[src/rtl/rpc2_ctrl_axi_pkg.sv]
// rtl/rpc2_ctrl_axi_pkg.sv - shared AXI codes, FSM encoding and width helpers for the rpc2 AXI front end
package rpc2_ctrl_axi_pkg;

    localparam logic [1:0] BURST_FIXED = 2'b00;
    localparam logic [1:0] BURST_INCR  = 2'b01;
    localparam logic [1:0] BURST_WRAP  = 2'b10;

    localparam logic [1:0] RESP_OKAY   = 2'b00;
    localparam logic [1:0] RESP_SLVERR = 2'b10;

    typedef enum logic [1:0] {
        ST_IDLE = 2'd0,
        ST_REQ  = 2'd1,
        ST_DATA = 2'd2,
        ST_RESP = 2'd3
    } wr_state_t;

    // Number of byte-offset address bits within one data word (32b -> 2, 64b -> 3).
    function automatic int lsb_bits(input int width);
        return (width == 64) ? 3 : 2;
    endfunction

endpackage

[src/rtl/rpc2_ctrl_axi_wr_strb_gen.sv]
// rtl/rpc2_ctrl_axi_wr_strb_gen.sv - first-beat byte-lane mask and clamped size from AW address/size
//
// Ports:
//   addr_lsb  in   LSB      byte offset bits of AWADDR
//   size      in   3        AWSIZE
//   eff_size  out  3        min(size, log2(DATA/8))
//   strb      out  DATA/8   lanes covered by the first beat
module rpc2_ctrl_axi_wr_strb_gen
    import rpc2_ctrl_axi_pkg::*;
#(
    parameter int C_AXI_DATA_WIDTH = 32
) (
    input  logic [lsb_bits(C_AXI_DATA_WIDTH)-1:0] addr_lsb,
    input  logic [2:0]                            size,
    output logic [2:0]                            eff_size,
    output logic [C_AXI_DATA_WIDTH/8-1:0]         strb
);

    localparam int          LSB      = lsb_bits(C_AXI_DATA_WIDTH);
    localparam int          STRB_W   = C_AXI_DATA_WIDTH / 8;
    localparam logic [2:0]  MAX_SIZE = 3'(LSB);

    logic [3:0]     nbytes;
    logic [LSB-1:0] offset;

    always_comb begin
        eff_size = (size > MAX_SIZE) ? MAX_SIZE : size;
        nbytes   = 4'd1 << eff_size;
        // Align the start lane down to the transfer size; an unaligned
        // first beat still only enables the lanes of its aligned container.
        offset   = addr_lsb & ~LSB'(nbytes - 4'd1);
        strb     = '0;
        for (int i = 0; i < STRB_W; i++) begin
            strb[i] = (i >= int'(offset)) && (i < int'(offset) + int'(nbytes));
        end
    end

endmodule

[src/rtl/rpc2_ctrl_axi_wr_burst_control.sv]
// rtl/rpc2_ctrl_axi_wr_burst_control.sv - AXI AW/B stage: one outstanding write burst, command push, W ready, posted B
//
// Optional feature macro: WLAST_CHECK_EN (WLAST position check, SLVERR on mismatch).
//
// Ports:
//   clk, reset_n                       clock, asynchronous active-low reset
//   AXI_AW{ID,ADDR,LEN,SIZE,BURST}     AW fields;  AXI_AWVALID / AXI_AWREADY handshake
//   AXI_WVALID, AXI_WLAST              observed W handshake;  AXI_WREADY driven here
//   AXI_BID, AXI_BRESP, AXI_BVALID     B response;  AXI_BREADY from master
//   awcmd_full / awcmd_wr_en / awcmd_din   write-command FIFO interface {id,len,size,burst,addr}
//   wdat_full                          write-data FIFO full (throttles WREADY)
//   wready_req/size/fixed/strb         burst setup to the data stage
//   wready_done                        last beat accepted by the data stage
module rpc2_ctrl_axi_wr_burst_control
    import rpc2_ctrl_axi_pkg::*;
#(
    parameter int C_AXI_ID_WIDTH   = 4,
    parameter int C_AXI_ADDR_WIDTH = 32,
    parameter int C_AXI_DATA_WIDTH = 32,
    parameter int AWCMD_WIDTH      = C_AXI_ID_WIDTH + 8 + 3 + 2 + C_AXI_ADDR_WIDTH
) (
    input  logic                          clk,
    input  logic                          reset_n,
    input  logic [C_AXI_ID_WIDTH-1:0]     AXI_AWID,
    input  logic [C_AXI_ADDR_WIDTH-1:0]   AXI_AWADDR,
    input  logic [7:0]                    AXI_AWLEN,
    input  logic [2:0]                    AXI_AWSIZE,
    input  logic [1:0]                    AXI_AWBURST,
    input  logic                          AXI_AWVALID,
    output logic                          AXI_AWREADY,
    input  logic                          AXI_WVALID,
    input  logic                          AXI_WLAST,
    output logic                          AXI_WREADY,
    output logic [C_AXI_ID_WIDTH-1:0]     AXI_BID,
    output logic [1:0]                    AXI_BRESP,
    output logic                          AXI_BVALID,
    input  logic                          AXI_BREADY,
    input  logic                          awcmd_full,
    output logic                          awcmd_wr_en,
    output logic [AWCMD_WIDTH-1:0]        awcmd_din,
    input  logic                          wdat_full,
    output logic                          wready_req,
    output logic [1:0]                    wready_size,
    output logic                          wready_fixed,
    output logic [C_AXI_DATA_WIDTH/8-1:0] wready_strb,
    input  logic                          wready_done
);

    localparam int LSB    = lsb_bits(C_AXI_DATA_WIDTH);
    localparam int STRB_W = C_AXI_DATA_WIDTH / 8;

    wr_state_t state_q, state_d;

    // Held low through reset and for the first cycle after it, so AWREADY
    // reads 0 while reset is asserted even though the state is IDLE.
    logic run_q;

    logic [C_AXI_ID_WIDTH-1:0]   id_q;
    logic [C_AXI_ADDR_WIDTH-1:0] addr_q;
    logic [7:0]                  len_q;
    logic [2:0]                  size_q;
    logic [1:0]                  burst_q;
    logic [1:0]                  wr_size_q;
    logic                        wr_fixed_q;
    logic [STRB_W-1:0]           wr_strb_q;
    logic [7:0]                  beat_q;

    logic [2:0]        gen_eff_size;
    logic [STRB_W-1:0] gen_strb;
    logic              aw_hs;
    logic              w_hs;

    rpc2_ctrl_axi_wr_strb_gen #(
        .C_AXI_DATA_WIDTH (C_AXI_DATA_WIDTH)
    ) u_strb_gen (
        .addr_lsb (AXI_AWADDR[LSB-1:0]),
        .size     (AXI_AWSIZE),
        .eff_size (gen_eff_size),
        .strb     (gen_strb)
    );

    assign aw_hs = AXI_AWVALID & AXI_AWREADY;
    assign w_hs  = AXI_WVALID & AXI_WREADY;

    always_ff @(posedge clk or negedge reset_n) begin
        if (!reset_n) begin
            state_q <= ST_IDLE;
            run_q   <= 1'b0;
        end else begin
            state_q <= state_d;
            run_q   <= 1'b1;
        end
    end

    always_ff @(posedge clk or negedge reset_n) begin
        if (!reset_n) begin
            id_q       <= '0;
            addr_q     <= '0;
            len_q      <= '0;
            size_q     <= '0;
            burst_q    <= '0;
            wr_size_q  <= '0;
            wr_fixed_q <= 1'b0;
            wr_strb_q  <= '0;
        end else if (aw_hs) begin
            id_q       <= AXI_AWID;
            addr_q     <= AXI_AWADDR;
            len_q      <= AXI_AWLEN;
            size_q     <= AXI_AWSIZE;
            burst_q    <= AXI_AWBURST;
            wr_size_q  <= gen_eff_size[1:0];
            wr_fixed_q <= (AXI_AWBURST == BURST_FIXED);
            // WRAP and reserved codes use INCR strobes; the data stage rotates lanes.
            wr_strb_q  <= gen_strb;
        end
    end

    always_ff @(posedge clk or negedge reset_n) begin
        if (!reset_n) begin
            beat_q <= '0;
        end else if (state_q == ST_REQ) begin
            beat_q <= '0;
        end else if (w_hs && beat_q != 8'hFF) begin
            beat_q <= beat_q + 8'd1;
        end
    end

`ifdef WLAST_CHECK_EN
    logic err_q;

    always_ff @(posedge clk or negedge reset_n) begin
        if (!reset_n) begin
            err_q <= 1'b0;
        end else if (state_q == ST_REQ) begin
            err_q <= 1'b0;
        end else if (state_q == ST_DATA && w_hs &&
                     (AXI_WLAST != (beat_q == len_q))) begin
            err_q <= 1'b1;
        end
    end
`else
    logic       err_q;
    logic [8:0] unused_wlast_beat;

    assign err_q             = 1'b0;
    assign unused_wlast_beat = {AXI_WLAST, beat_q};
`endif

    logic unused_eff_msb;
    assign unused_eff_msb = gen_eff_size[2];

    always_comb begin
        state_d     = state_q;
        AXI_AWREADY = 1'b0;
        AXI_WREADY  = 1'b0;
        AXI_BVALID  = 1'b0;
        AXI_BRESP   = RESP_OKAY;
        wready_req  = 1'b0;
        awcmd_wr_en = 1'b0;
        case (state_q)
            ST_IDLE: begin
                AXI_AWREADY = run_q & ~awcmd_full;
                if (AXI_AWVALID && run_q && !awcmd_full) begin
                    state_d = ST_REQ;
                end
            end
            ST_REQ: begin
                wready_req  = 1'b1;
                awcmd_wr_en = 1'b1;
                state_d     = ST_DATA;
            end
            ST_DATA: begin
                AXI_WREADY = ~wdat_full;
                if (wready_done) begin
                    state_d = ST_RESP;
                end
            end
            ST_RESP: begin
                AXI_BVALID = 1'b1;
                AXI_BRESP  = err_q ? RESP_SLVERR : RESP_OKAY;
                if (AXI_BREADY) begin
                    state_d = ST_IDLE;
                end
            end
            default: state_d = ST_IDLE;
        endcase
    end

    assign AXI_BID      = id_q;
    assign awcmd_din    = {id_q, len_q, size_q, burst_q, addr_q};
    assign wready_size  = wr_size_q;
    assign wready_fixed = wr_fixed_q;
    assign wready_strb  = wr_strb_q;

endmodule
[config.mk]
export PLATFORM = sky130hd
export DESIGN_NAME = rpc2_ctrl_axi_wr_burst_control
export DESIGN_NICKNAME = d
export VERILOG_FILES = /design/src/rtl/rpc2_ctrl_axi_pkg.sv /design/src/rtl/rpc2_ctrl_axi_wr_strb_gen.sv /design/src/rtl/rpc2_ctrl_axi_wr_burst_control.sv
export SDC_FILE = /design/constraint.sdc
export NUM_CORES = 1
export LEC_CHECK = 0
export ABC_AREA = 1
export CAP_MARGIN = 20
export CORE_ASPECT_RATIO = 0.7
export CORE_MARGIN = 2
export CORE_UTILIZATION = 35
export CTS_CLUSTER_SIZE = 25
export DETAILED_ROUTE_END_ITERATION = 7
export DONT_BUFFER_PORTS = 1
export HOLD_SLACK_MARGIN = 0.03
export PLACE_DENSITY = 0.61
export SLEW_MARGIN = 40
export SYNTH_ARGS = -nofsm -noshare
export SYNTH_HDL_FRONTEND = slang
export SYNTH_SLANG_ARGS = --single-unit
export TNS_END_PERCENT = 10
[constraint.sdc]
create_clock -name clk -period 1.4 [get_ports clk]
set_clock_uncertainty 0.1 [all_clocks]
set_input_delay 0.07 -clock clk [delete_from_list [all_inputs] [get_ports clk]]
set_output_delay 0.07 -clock clk [all_outputs]
set_load 0.03 [all_outputs]
==> results.txt, run 1 <==
- The run finished, with violations left.
- The final reports fail on negative hold slack, negative setup slack.
- Post-synth EDFFs: 0
- IR drop worst, VDD: 1230 uV
- For this run, design rule violations remaining after detail routing come to 0.
- Total number of nets in the final design: 433
- Pre-CTS setup slack: -253 ps
- Total Routed Length: 6.66 mm
- Clock root cell: clkbuf_8
- The floorplan step defined a die boundary enclosing 8110 sq um.
- The tightest min-delay check is of the primary input to async pin type.
- The via count of the first global-routing pass was 2236.
- For this block, the initial DRC count from the detailed router was 162.
* I/O Buffers: 0
* Number of core rows: 26
- In this run the power density over the cells is 2290 nW/um^2.
* Routed via count: 2090
* Portion of the clock cycle consumed by the worst path in the final layout: 114%
* Area leader, netlist: dfrtp_1
* Final setup fails: 18
- Of all nets on the critical path, the largest fanout is 5.
- In the synthesized netlist the dominant register cell turns out to be dfrtp_1.
* Final-report hold violation count: 59
* Upper clock frequency limit: 625 MHz
- Remaining global-route overflow: 0
* RSZ-0062 raised after global routing: yes
- The number of antenna violations at the first check in global routing came to 0.
- Average wire length per cell after detail routing: 14.1 microns
- Largest net degree at the start of global routing: 62
* Leak Pwr: 1.91 nW
- Pin placement for this block handled 125 I/O pins.
- Fin Hold WS: -667 ps
- M1 GR Usage: 17.2%
- Final number of max-transition violations: 0
- The layer flagged by global routing as most heavily used is met2.
* HPWL after detailed placement: 3.70 mm
- The first global-routing pass estimated 10.0 mm of wire.
- The layout has 631 filler cells.
- Initial core utilization: 35.8%
* Number of nets with antenna violations after detailed routing: 0
- After synthesis the netlist holds a flip-flop and latch count of 59.
- Total routing usage reported by global routing: 16.0%
- Clock Sinks: 59
* Number of buffers on the longest clock path: 2
- Clock buffer count from CTS: 9
- The first detailed-routing pass ran for 4 iterations.
- Leading cell type by number of instances after synthesis: nand2_1
- Area of the mapped netlist: 2590 sq um
* # diodes: 0
- After floorplanning, the core was sized to cover 7220 sq um.
- Die Y-Extent: 75.9 microns
- After layout, the minimum clock period comes to 1600 ps.
* Global-route met3 utilization: 7.14%
* Share of the yosys chip area belonging to registers: 57.1%
- During synthesis, Yosys emitted a total of 0 warnings.
- # Max-Cap Violations: 0
- Sorting the synthesized cells by area gives the leading types as dfrtp_1 57%, nand2_1 24%, buf_4 3.2%, buf_6 3.0%, ha_1 2.9%.
* Setup CP Type: primary input to flop
* Insertion delay of the later-clocked pin in the worst-skew pair: 330 ps
- Sequential Area: 1480 sq um
- Fraction of post-synthesis cell area in the top cell type by area: 57.1%
- The number of different library cells used by synthesis comes to 20.
- Met2 GRT Util: 26.9%
- By count the netlist is led by 162 x nand2_1, 59 x dfrtp_1, 16 x inv_1.
* H-tree levels: 3
* Smallest setup slack after layout: -199 ps
* Number of standard cells after synthesis: 293
* CTS tree: built
- Cells with a size suffix above 1 make up 20.3% of the layout.
* Startpoint type of the worst setup path: primary input
* Share of flip-flops with an asynchronous set or reset: 100%
- Post-synthesis average cell area: 8.83 sq um
* Die Wd: 107 microns
* Area occupied by multi-input gates: 968 sq um
- The worst setup path is captured at a flop.
- CP required: 1560 ps
- Final weighted congestion in routability-driven placement: 0.732
* Data arrival time of the critical path: 1750 ps
- Area growth from synthesis to layout: 42.8%
- Post-detailed-route via-to-cell ratio: 4.43
* Clock-pin slew on the worst setup and hold paths: 60 ps
## layout by cell type (no fill, tap or decap)
master            n
nand2_1         160
dfrtp_1          59
dlygate4sd3_1    49
buf_4            21
clkbuf_8         11
inv_1            10
o21ai_2           8
buf_6             7
nand3_1           6
inv_2             5
nand2_2           3
conb_1            3
nor2_4            2
o21ai_0           2
o21ai_1           2
ha_4              2
ha_1              2
ha_2              2
bufinv_16         2
dlymetal6s4s_1    2
buf_12            2
nand3_2           1
inv_4             1
nor3_4            1
nor2_2            1
nor2_8            1
inv_16            1
nor2_1            1
or2_4             1
nand3_4           1
o21a_1            1
clkbuf_1          1
clkinv_2          1
clkinvlp_4        1
clkbuf_16         1
## cells by family after synthesis
family          Yosys count  share of synthesized area [%]
simple gates            178                           27.5
buf+inv                  35                           8.80
flops                    59                           57.1
compound gates           13                           3.48
fa+ha+maj                 6                           2.90
other cells               2                          0.290
## area by class of cell
type	count	area share, %
tap	98	3.32
inverter	17	2.24
sequential	59	40.0
timing repair buffer	82	22.1
multi-input combinational	200	26.2
clock inverter	4	1.96
clock buffer	12	4.20
## final timing paths
check                                        from                          to  slack (ps)  depth (start not counted)
max                                 AXI_AWSIZE[2]  wready_strb[3]$_DFFE_PN0P_        -200                         11
min                                       reset_n      addr_q[25]$_DFFE_PN0P_        -670                          0
max reg2reg                state_q[1]$_DFFE_PN0P_      burst_q[1]$_DFFE_PN0P_         -40                          7
min reg2reg                AXI_BID[0]$_DFFE_PN0P_      AXI_BID[0]$_DFFE_PN0P_         380                          2
max in group asynchronous                 reset_n        len_q[2]$_DFFE_PN0P_        1770                          0
min in group clk                    AXI_AWADDR[1]  wready_strb[0]$_DFFE_PN0P_          40                          6
## sequential cells by signal (all words and copies together) (netlist names)
name / cells
wready_fixed: 1
size_q: 3
wready_size: 2
state_q: 2
AXI_BID: 4
addr_q: 32
run_q: 1
wready_strb: 4
burst_q: 2
len_q: 8
## power by group
group	switching, W	leakage (nW)	internal, W	total [W]
logic	0.00123	1.07	0.000980	0.00221
clock network	0.000660	0.113	0.00110	0.00176
registers	0.00203	0.736	0.00246	0.00449
total	0.00392	1.91	0.00454	0.00846
## through the flow
stage	TNS, ps	total power (W)	instances	cell area, sq um	utilization (%)
2_1_floorplan	0	0.00571	294	2600	-
3_3_place_gp	-8560	0.00613	395	2720	37.6
3_5_place_dp	-11490	0.00622	395	2720	37.6
4_1_cts	-1580	0.00830	461	3520	48.7
5_1_grt	-5440	0.00896	472	3690	51.2
6_report	-1310	0.00846	472	3690	51.2
## layer usage
layer,vias to the layer above,routed length (microns)
li1,1025,-
met2,98,3120
met5,-,0
met4,0,97
met1,958,2840
met3,9,598
## critical path: stages
cell and delay (ps):
dlygate4sd3_1 600, nor2_4 160, buf_4 140, nand3_1 70, o21ai_2 70, ha_2 190, inv_1 40, nand3_1 80
nand2_2 80, buf_4 140, o21ai_2 110
## timing repair
item                       CTS  global route
cloned                       0             1
hold endpoints to repair   117            62
hold buffers                50             1
pin swaps                    3             6
buffers inserted             0             9
gates resized for setup     20            22
setup endpoints to repair   63            63
Note: power is estimated with default switching activity, not from simulation.
==> run 2: changes to the inputs <==
SYNTH_HIERARCHICAL = 1   (was default)
==> run 2 against run 1 <==
  * The flow still finishes with violations (negative hold slack, negative setup slack)
  * Sequential power is 4.9% higher
  * Final cell count grew 4.2%
  * Critical path type is now flop to primary output
  * Non-clock buffer count grew 9
  * Combinational power is 16% higher
  * Via count is 8.3% higher
  * First-iteration DRC count is 8.0% lower
  * Global-route usage down 0.44 points
==> results.txt, run 2 <==
- The share of the cycle needed by the critical path after routing is 110% (-4.2 points).
- The flow ran to the end, but the final reports show violations.
- The average instance area after synthesis was 8.50 sq um (-3.8%).
* Vias in the first global route: 2072 (-7.3%)
- Combinational group share of total power: 30.0% (+3.8 points)
* Number of standard cells after synthesis: 304 (+3.8%)
* Remaining global-route overflow: 0 (unchanged)
- The number of antenna violations at the first check in global routing was 0 (unchanged).
- Insertion delay of the later-clocked pin in the worst-skew pair: 330 ps (about the same)
* Power per Cell Area: 2200 nW/um^2 (-3.9%)
* PnR Total Power: 0.00856 W (+1.3%)
- The area of the die is 8100 sq um (-0.14%).
- Int Power: 0.00438 W (-3.5%)
- The root buffer cell chosen for the clock tree is clkbuf_8.
* Initial core utilization: 35.8% (-0.052 points)
- Smallest setup slack after layout: -140 ps (+58.9 ps)
- Area of all placed cells without fillers: 3890 sq um (+5.4%)
* Commonest cells after routing, fill and taps aside: 166 x nand2_1, 59 x dfrtp_1, 55 x dlygate4sd3_1
- The signal arrival time at the worst endpoint came to 1370 ps (-380 ps).
- The critical path is of the flop to primary output type.
- The switching power share of the total came to 48.8% (+2.5 points).
- Total number of nets in the final design: 453 (+4.6%)
- Layout cell share with drive strength beyond 1: 21.6% (+1.3 points)
* Post-detailed-route via-to-cell ratio: 4.60 (+3.9%)
* Clock-pin slew on the worst setup and hold paths: 60 ps (about the same)
- The register with the most flip-flops in the final layout is addr_q.
* Clock Sinks: 59 (unchanged)
* Leak Pwr: 2.02 nW (+5.3%)
- Clock network power share: 15.0% (-5.8 points)
- The largest registers in the layout are addr_q x32, len_q x8.
- The slowest stage of the critical path belongs to the cell dfrtp_1.
* Worst hold path type: primary input to async pin
- Sequential power share: 55.0% (+1.9 points)
* Core Box Area: 7220 sq um (unchanged)
- Final setup fails: 59 (+41)
- The number of cell rows was 26 (unchanged).
- The height of the die is 75.9 microns (about the same).
* Pre-CTS setup slack: -43.7 ps (+210 ps)
* CTS tree: built
- Clock buffer count from CTS: 9 (unchanged)
- The worst endpoint required time came to 1230 ps (-330 ps).
* 1st-iter DRT viols: 149 (-8.0%)
* Most common cell after layout, fill and taps aside: nand2_1
* RSZ-0062 raised after global routing: yes
* Setup TNS after final layout: -4130 ps (-2810 ps)
* Routed via count: 2263 (+8.3%)
- The register area was 1480 sq um (unchanged).
- Area growth from synthesis to layout: 50.7%
- Fin Hold WS: -671 ps (-3.80 ps)
* # diodes: 0 (unchanged)
- The net switching power was 0.00418 W (+6.7%).
* Largest net degree at the start of global routing: 60 (-3.2%)
* Sequence of cells on the critical path: inv_2, buf_6, ha_4, inv_2, nor2_2, buf_6
- Area of the mapped netlist: 2580 sq um (-0.15%)
* Average wire length per cell after detail routing: 15.3 microns (+8.7%)
- The routed wire length was 7.54 mm (+13%).
- The final count of hold timing violations was 59 (unchanged).
- The final critical-path required period was 1540 ps (-58.9 ps).
- The total area of multi-input combinational cells is 1010 sq um (+4.7%).
* IR drop worst, VDD: 932 uV (-24%)
- The flip-flop count of the largest register after layout was 32 (unchanged).
* Utilization of the core after routing: 53.9% (+2.7 points)
* Die Wd: 107 microns (about the same)
* HPWL after detailed placement: 3.79 mm (+2.3%)
- The number of pins exceeding their max-slew limit in the final report came to 0 (unchanged).
- The number of buffer cells added on primary ports was 0 (unchanged).
- Upper clock frequency limit: 649 MHz (+3.8%)
- Peak fanout along the critical path: 2 (-3)
- The maximum root-to-sink buffer count came to 2 (unchanged).
* Startpoint type of the worst setup path: flop
- Yosys synthesis warning count: 6 (+6)
* Number of nets with antenna violations after detailed routing: 0 (unchanged)
- Endpoint kind of the worst setup timing path: primary output
- Worst path buffer plus inverter count: 4 (unchanged)
- The total DRC errors in the routed layout came to 0 (unchanged).
- The I/O pin total was 125 (unchanged).
- First-pass GRT wire length: 9.59 mm (-4.3%)
* Layout filler cell count: 659 (+4.4%)
* Total routing usage reported by global routing: 15.6% (-0.44 points)
- The post-placement cell area is 2730 sq um (+0.60%).
- The global placement routability congestion came to 0.778 (+6.3%).
- Delay of the slowest cell on the worst path: 390 ps (-210 ps)
* Number of iterations in the first detailed-routing pass: 4 (unchanged)
- The checks that failed: negative hold slack, negative setup slack.
- Largest delay share family, worst path: flip-flops
- The deepest level of the CTS H-tree came to 3 (unchanged).
- The total of max-cap violations is 0 (unchanged).
run 2: what timing repair did:
item	in CTS	in global routing
hold buffers	52	4
hold endpoints to repair	117	64
cloned	0	9
pin swaps	2	4
setup buffers	5	5
setup endpoints to repair	59	62
resized for setup	12	48
run 2: power groups by stage:
stage | combinational (W) | clock, W | sequential [W]
after floorplan | 0.00139 | 0 | 0.00468
after global placement | 0.00177 | 0 | 0.00470
after detailed placement | 0.00184 | 0 | 0.00472
after CTS | 0.00215 | 0.00135 | 0.00471
after global routing | 0.00288 | 0.00141 | 0.00481
final | 0.00257 | 0.00129 | 0.00471
run 2: final timing paths:
| kind | slack, ps | cells after the start | startpoint | endpoint |
|---|---|---|---|---|
| max | -140 | 6 | state_q[0]$_DFFE_PN0P_ | AXI_WREADY |
| min | -670 | 0 | reset_n | addr_q[13]$_DFFE_PN0P_ |
| max reg2reg | -110 | 8 | state_q[0]$_DFFE_PN0P_ | addr_q[23]$_DFFE_PN0P_ |
| min reg2reg | 390 | 2 | AXI_BID[3]$_DFFE_PN0P_ | AXI_BID[3]$_DFFE_PN0P_ |
| max in group asynchronous | 1760 | 0 | reset_n | size_q[1]$_DFFE_PN0P_ |
| min in group clk | 20 | 7 | AXI_AWSIZE[1] | wready_strb[0]$_DFFE_PN0P_ |
run 2: metal layers:
metal	up-vias	GRT usage [%]	wire (microns)
met5	-	0	0
met4	0	4.76	97
met3	11	7.44	689
met2	93	27.8	3570
met1	1081	16.8	3190
li1	1078	-	-
run 2: cell type report:
type | instances | share of cell area, %
timing repair inverter | 1 | 0.289
multi-input combinational | 211 | 26.0
tap | 98 | 3.15
timing repair buffer | 91 | 26.5
clock inverter | 3 | 0.386
sequential | 59 | 37.9
clock buffer | 12 | 3.73
inverter | 17 | 1.96
run 2: metrics by stage:
stage                     cells  hold slack [ps]
after detailed placement    402             -324
after floorplan             305             -326
final                       492             -671
after CTS                   474             -693
after global routing        492             -698
after global placement      402             -324
run 2: worst register-to-register path, delay by kind of cell, from the launching register on:
kind | cells | cell delay [ps]
buffers and inverters | 4 | 510
adder cells (fa/ha/maj) | 1 | 150
AND/OR/NAND/NOR | 3 | 220
flip-flops | 1 | 390
==> run 3: changes to the inputs <==
ABC_AREA = default   (was 1)
==> run 3 against run 2 <==
  * The run still ends with negative hold slack, negative setup slack left
  * Register-to-register slack worse by 180 ps
  * Setup slack got worse by 150 ps
  * Via count shrank 27%
  * Worst hold slack improved by 1.1 ps
  * Core utilization shrank 2.2 points
  * Combinational power about the same
  * Critical path type is now flop to flop
  * Largest cell class unchanged
==> results.txt, run 3 <==
- The flow ran to the end, but the final reports show violations.
* Violated checks: negative hold slack, negative setup slack
* Total Routed Length: 5.62 mm (-25%)
- Number of nets with antenna violations after detailed routing: 0 (unchanged)
- Cell count of the worst reg-to-reg path: 6 (-2)
- The worst setup path is launched from a flop.
* Critical Path Slowest Stage Cell: dfrtp_1
- The detailed-route via count is 1645 (-27%).
- HPWL after detailed placement: 3.52 mm (-7.1%)
- The buffers inserted during post-CTS setup optimization was 0 (-5).
- CTS tree: built
- I/O Buffers: 0 (unchanged)
- Area occupied by multi-input gates: 1040 sq um (+3.0%)
* Layout cell share with drive strength beyond 1: 43.4% (+22 points)
- Clock-pin slew on the worst setup and hold paths: 70 ps (about the same)
* Delay of the slowest cell on the worst path: 400 ps (about the same)
* Final weighted congestion in routability-driven placement: 0.754 (-3.1%)
* Min Tclk post-route: 1690 ps (+146 ps)
- STA classifies the critical path endpoint as a flop.
* Sequential Area: 1480 sq um (unchanged)
- Leaving out fill and tap cells, the most frequent cell in the layout is dfrtp_1.
- Core Box Area: 7220 sq um (unchanged)
* Placed instance area: 2900 sq um (+6.1%)
- The power density over cell area was 2300 nW/um^2 (+4.6%).
- # Max-Cap Violations: 0 (unchanged)
- The number of cells produced by synthesis came to 168 (-45%).
* Leak Pwr: 1.77 nW (-12%)
* Clock buffer count from CTS: 9 (unchanged)
- Layout filler cell count: 622 (-5.6%)
- The register-to-register setup slack is -290 ps (-180 ps).
- The number of cell rows came to 26 (unchanged).
* Hold bufs inserted after CTS: 54 (+3.8%)
- Average wire length per cell after detail routing: 15.8 microns (+3.0%)
- RR Endpoint: addr_q[2]$_DFFE_PN0P_
- Initial core utilization: 35.8% (+0.069 points)
* Worst path buffer plus inverter count: 3 (-1)
- Post-synthesis average cell area: 15.4 sq um (+81%)
- The maximum resistive drop on vdd was 1070 uV (+15%).
- The height of the die was 76.0 microns (about the same).
- The signal on the critical path passes through inv_2, ha_4, nand4b_1, buf_4, buf_12, mux2_4.
- Remaining global-route overflow: 0 (unchanged)
- The number of setup violations in the final report came to 61 (+3.4%).
- Counting flops per register, the top entry is addr_q.
* Number of iterations in the first detailed-routing pass: 4 (unchanged)
* Clock Sinks: 59 (unchanged)
- Area of the die: 8110 sq um (+0.19%)
- The first-pass GRT wire length was 8.78 mm (-8.4%).
- The signal arrival time at the worst endpoint came to 1800 ps (+430 ps).
- The initial DRC count was 53 (-64%).
- The number of pins exceeding their max-slew limit in the final report was 0 (unchanged).
- The worst hold path belongs to the class primary input to async pin.
* Ports: 125 (unchanged)
- The warning count from the yosys run is 6 (unchanged).
* Max reg flops: 32 (unchanged)
- The worst register-to-register path begins at state_q[0]$_DFFE_PN0P_.
* Drc violations: 0 (unchanged)
- Initial antenna violation count: 0 (unchanged)
- The deepest level of the CTS H-tree is 3 (unchanged).
- Smallest setup slack after layout: -286 ps (-146 ps)
- Clock root cell: clkbuf_8
- Vias in the first global route: 1802 (-13%)
- RSZ-0062 raised after global routing: yes
- CP required: 1510 ps (+280 ps)
- Area growth from synthesis to layout: 44.2%
- On the critical path the largest part of the delay comes from buffers and inverters.
- Commonest cells after routing, fill and taps aside: 59 x dfrtp_1, 54 x dlygate4sd3_1, 29 x mux2_4
* Utilization of the core after routing: 51.7% (-2.2 points)
* Placed cells: 284 (-29%)
* Area of the mapped netlist: 2590 sq um (+0.19%)
- The post-route worst hold slack came to -670 ps (+1.12 ps).
- The timing-limited maximum frequency is 593 MHz (-8.6%).
* Non-filler cells, final: 356 (-28%)
- The maximum net fanout on the critical path was 15 (+13).
- The maximum root-to-sink buffer count is 2 (unchanged).
- The number of nets in the finished design came to 316 (-30%).
- The pin count of the biggest net entering global routing came to 60 (unchanged).
- Portion of the clock cycle consumed by the worst path in the final layout: 120% (+10 points)
* Total routing usage reported by global routing: 14.3% (-1.3 points)
- Final-report hold violation count: 59 (unchanged)
- The via-per-instance ratio came to 4.62 (+0.46%).
- Insertion delay of the later-clocked pin in the worst-skew pair: 330 ps (about the same)
- Setup CP Type: flop to flop
- Die Wd: 107 microns (about the same)
- # diodes: 0 (unchanged)
- The largest registers in the layout are addr_q x32, len_q x8.
- The final instance area is 3730 sq um (-4.1%).
* PnR Total Power: 0.00859 W (+0.28%)
[run 3: worst max-delay path by stage]
stage	startpoint	endpoint	slack [ps]	cells past startpoint
after global placement	state_q[1]$_DFFE_PN0P_	addr_q[11]$_DFFE_PN0P_	-220	6
after CTS	state_q[1]$_DFFE_PN0P_	wready_size[0]$_DFFE_PN0P_	-250	6
final	state_q[0]$_DFFE_PN0P_	addr_q[2]$_DFFE_PN0P_	-290	6
after floorplan	state_q[0]$_DFFE_PN0P_	addr_q[0]$_DFFE_PN0P_	-230	6
after detailed placement	state_q[0]$_DFFE_PN0P_	addr_q[14]$_DFFE_PN0P_	-230	6
after global routing	state_q[1]$_DFFE_PN0P_	addr_q[10]$_DFFE_PN0P_	-320	6
[run 3: power by group]
part	switching [W]	total, W	internal (W)	leakage (nW)
registers	0.00198	0.00449	0.00252	0.713
logic	0.00107	0.00258	0.00152	0.961
clock network	0.000653	0.00151	0.000861	0.0991
[run 3: area by class of cell]
class	instances	area share (%)
clock buffer	11	3.79
multi-input combinational	92	28.0
sequential	59	39.6
inverter	5	0.503
clock inverter	5	1.41
tap	98	3.29
timing repair buffer	86	23.5
[run 3: per-layer routing]
layer | routed length (microns) | share of wire [%] | track usage (%) | vias to the layer above
met4 | 52 | 0.93 | 5.19 | 0
met2 | 2670 | 48 | 23.1 | 81
met3 | 605 | 11 | 7.49 | 9
li1 | - | - | - | 748
met5 | 0 | 0 | 0 | -
met1 | 2290 | 41 | 16.1 | 807
[run 3: what timing repair did]
action                                 4_1_cts  5_1_grt
endpoints found under the hold margin      116       59
resized for setup                            4        7
pin swaps                                    0        3
setup endpoints to repair                   62       62
cloned                                       0        2
[run 3: through the flow]
step                hold slack, ps  setup TNS (ps)  setup WS, ps
floorplan                     -326           -9730          -227
global placement              -324          -11060          -216
detailed placement            -324          -11690          -227
CTS                           -702          -13420          -250
global route                  -707          -17860          -324
finish                        -670          -14260          -286
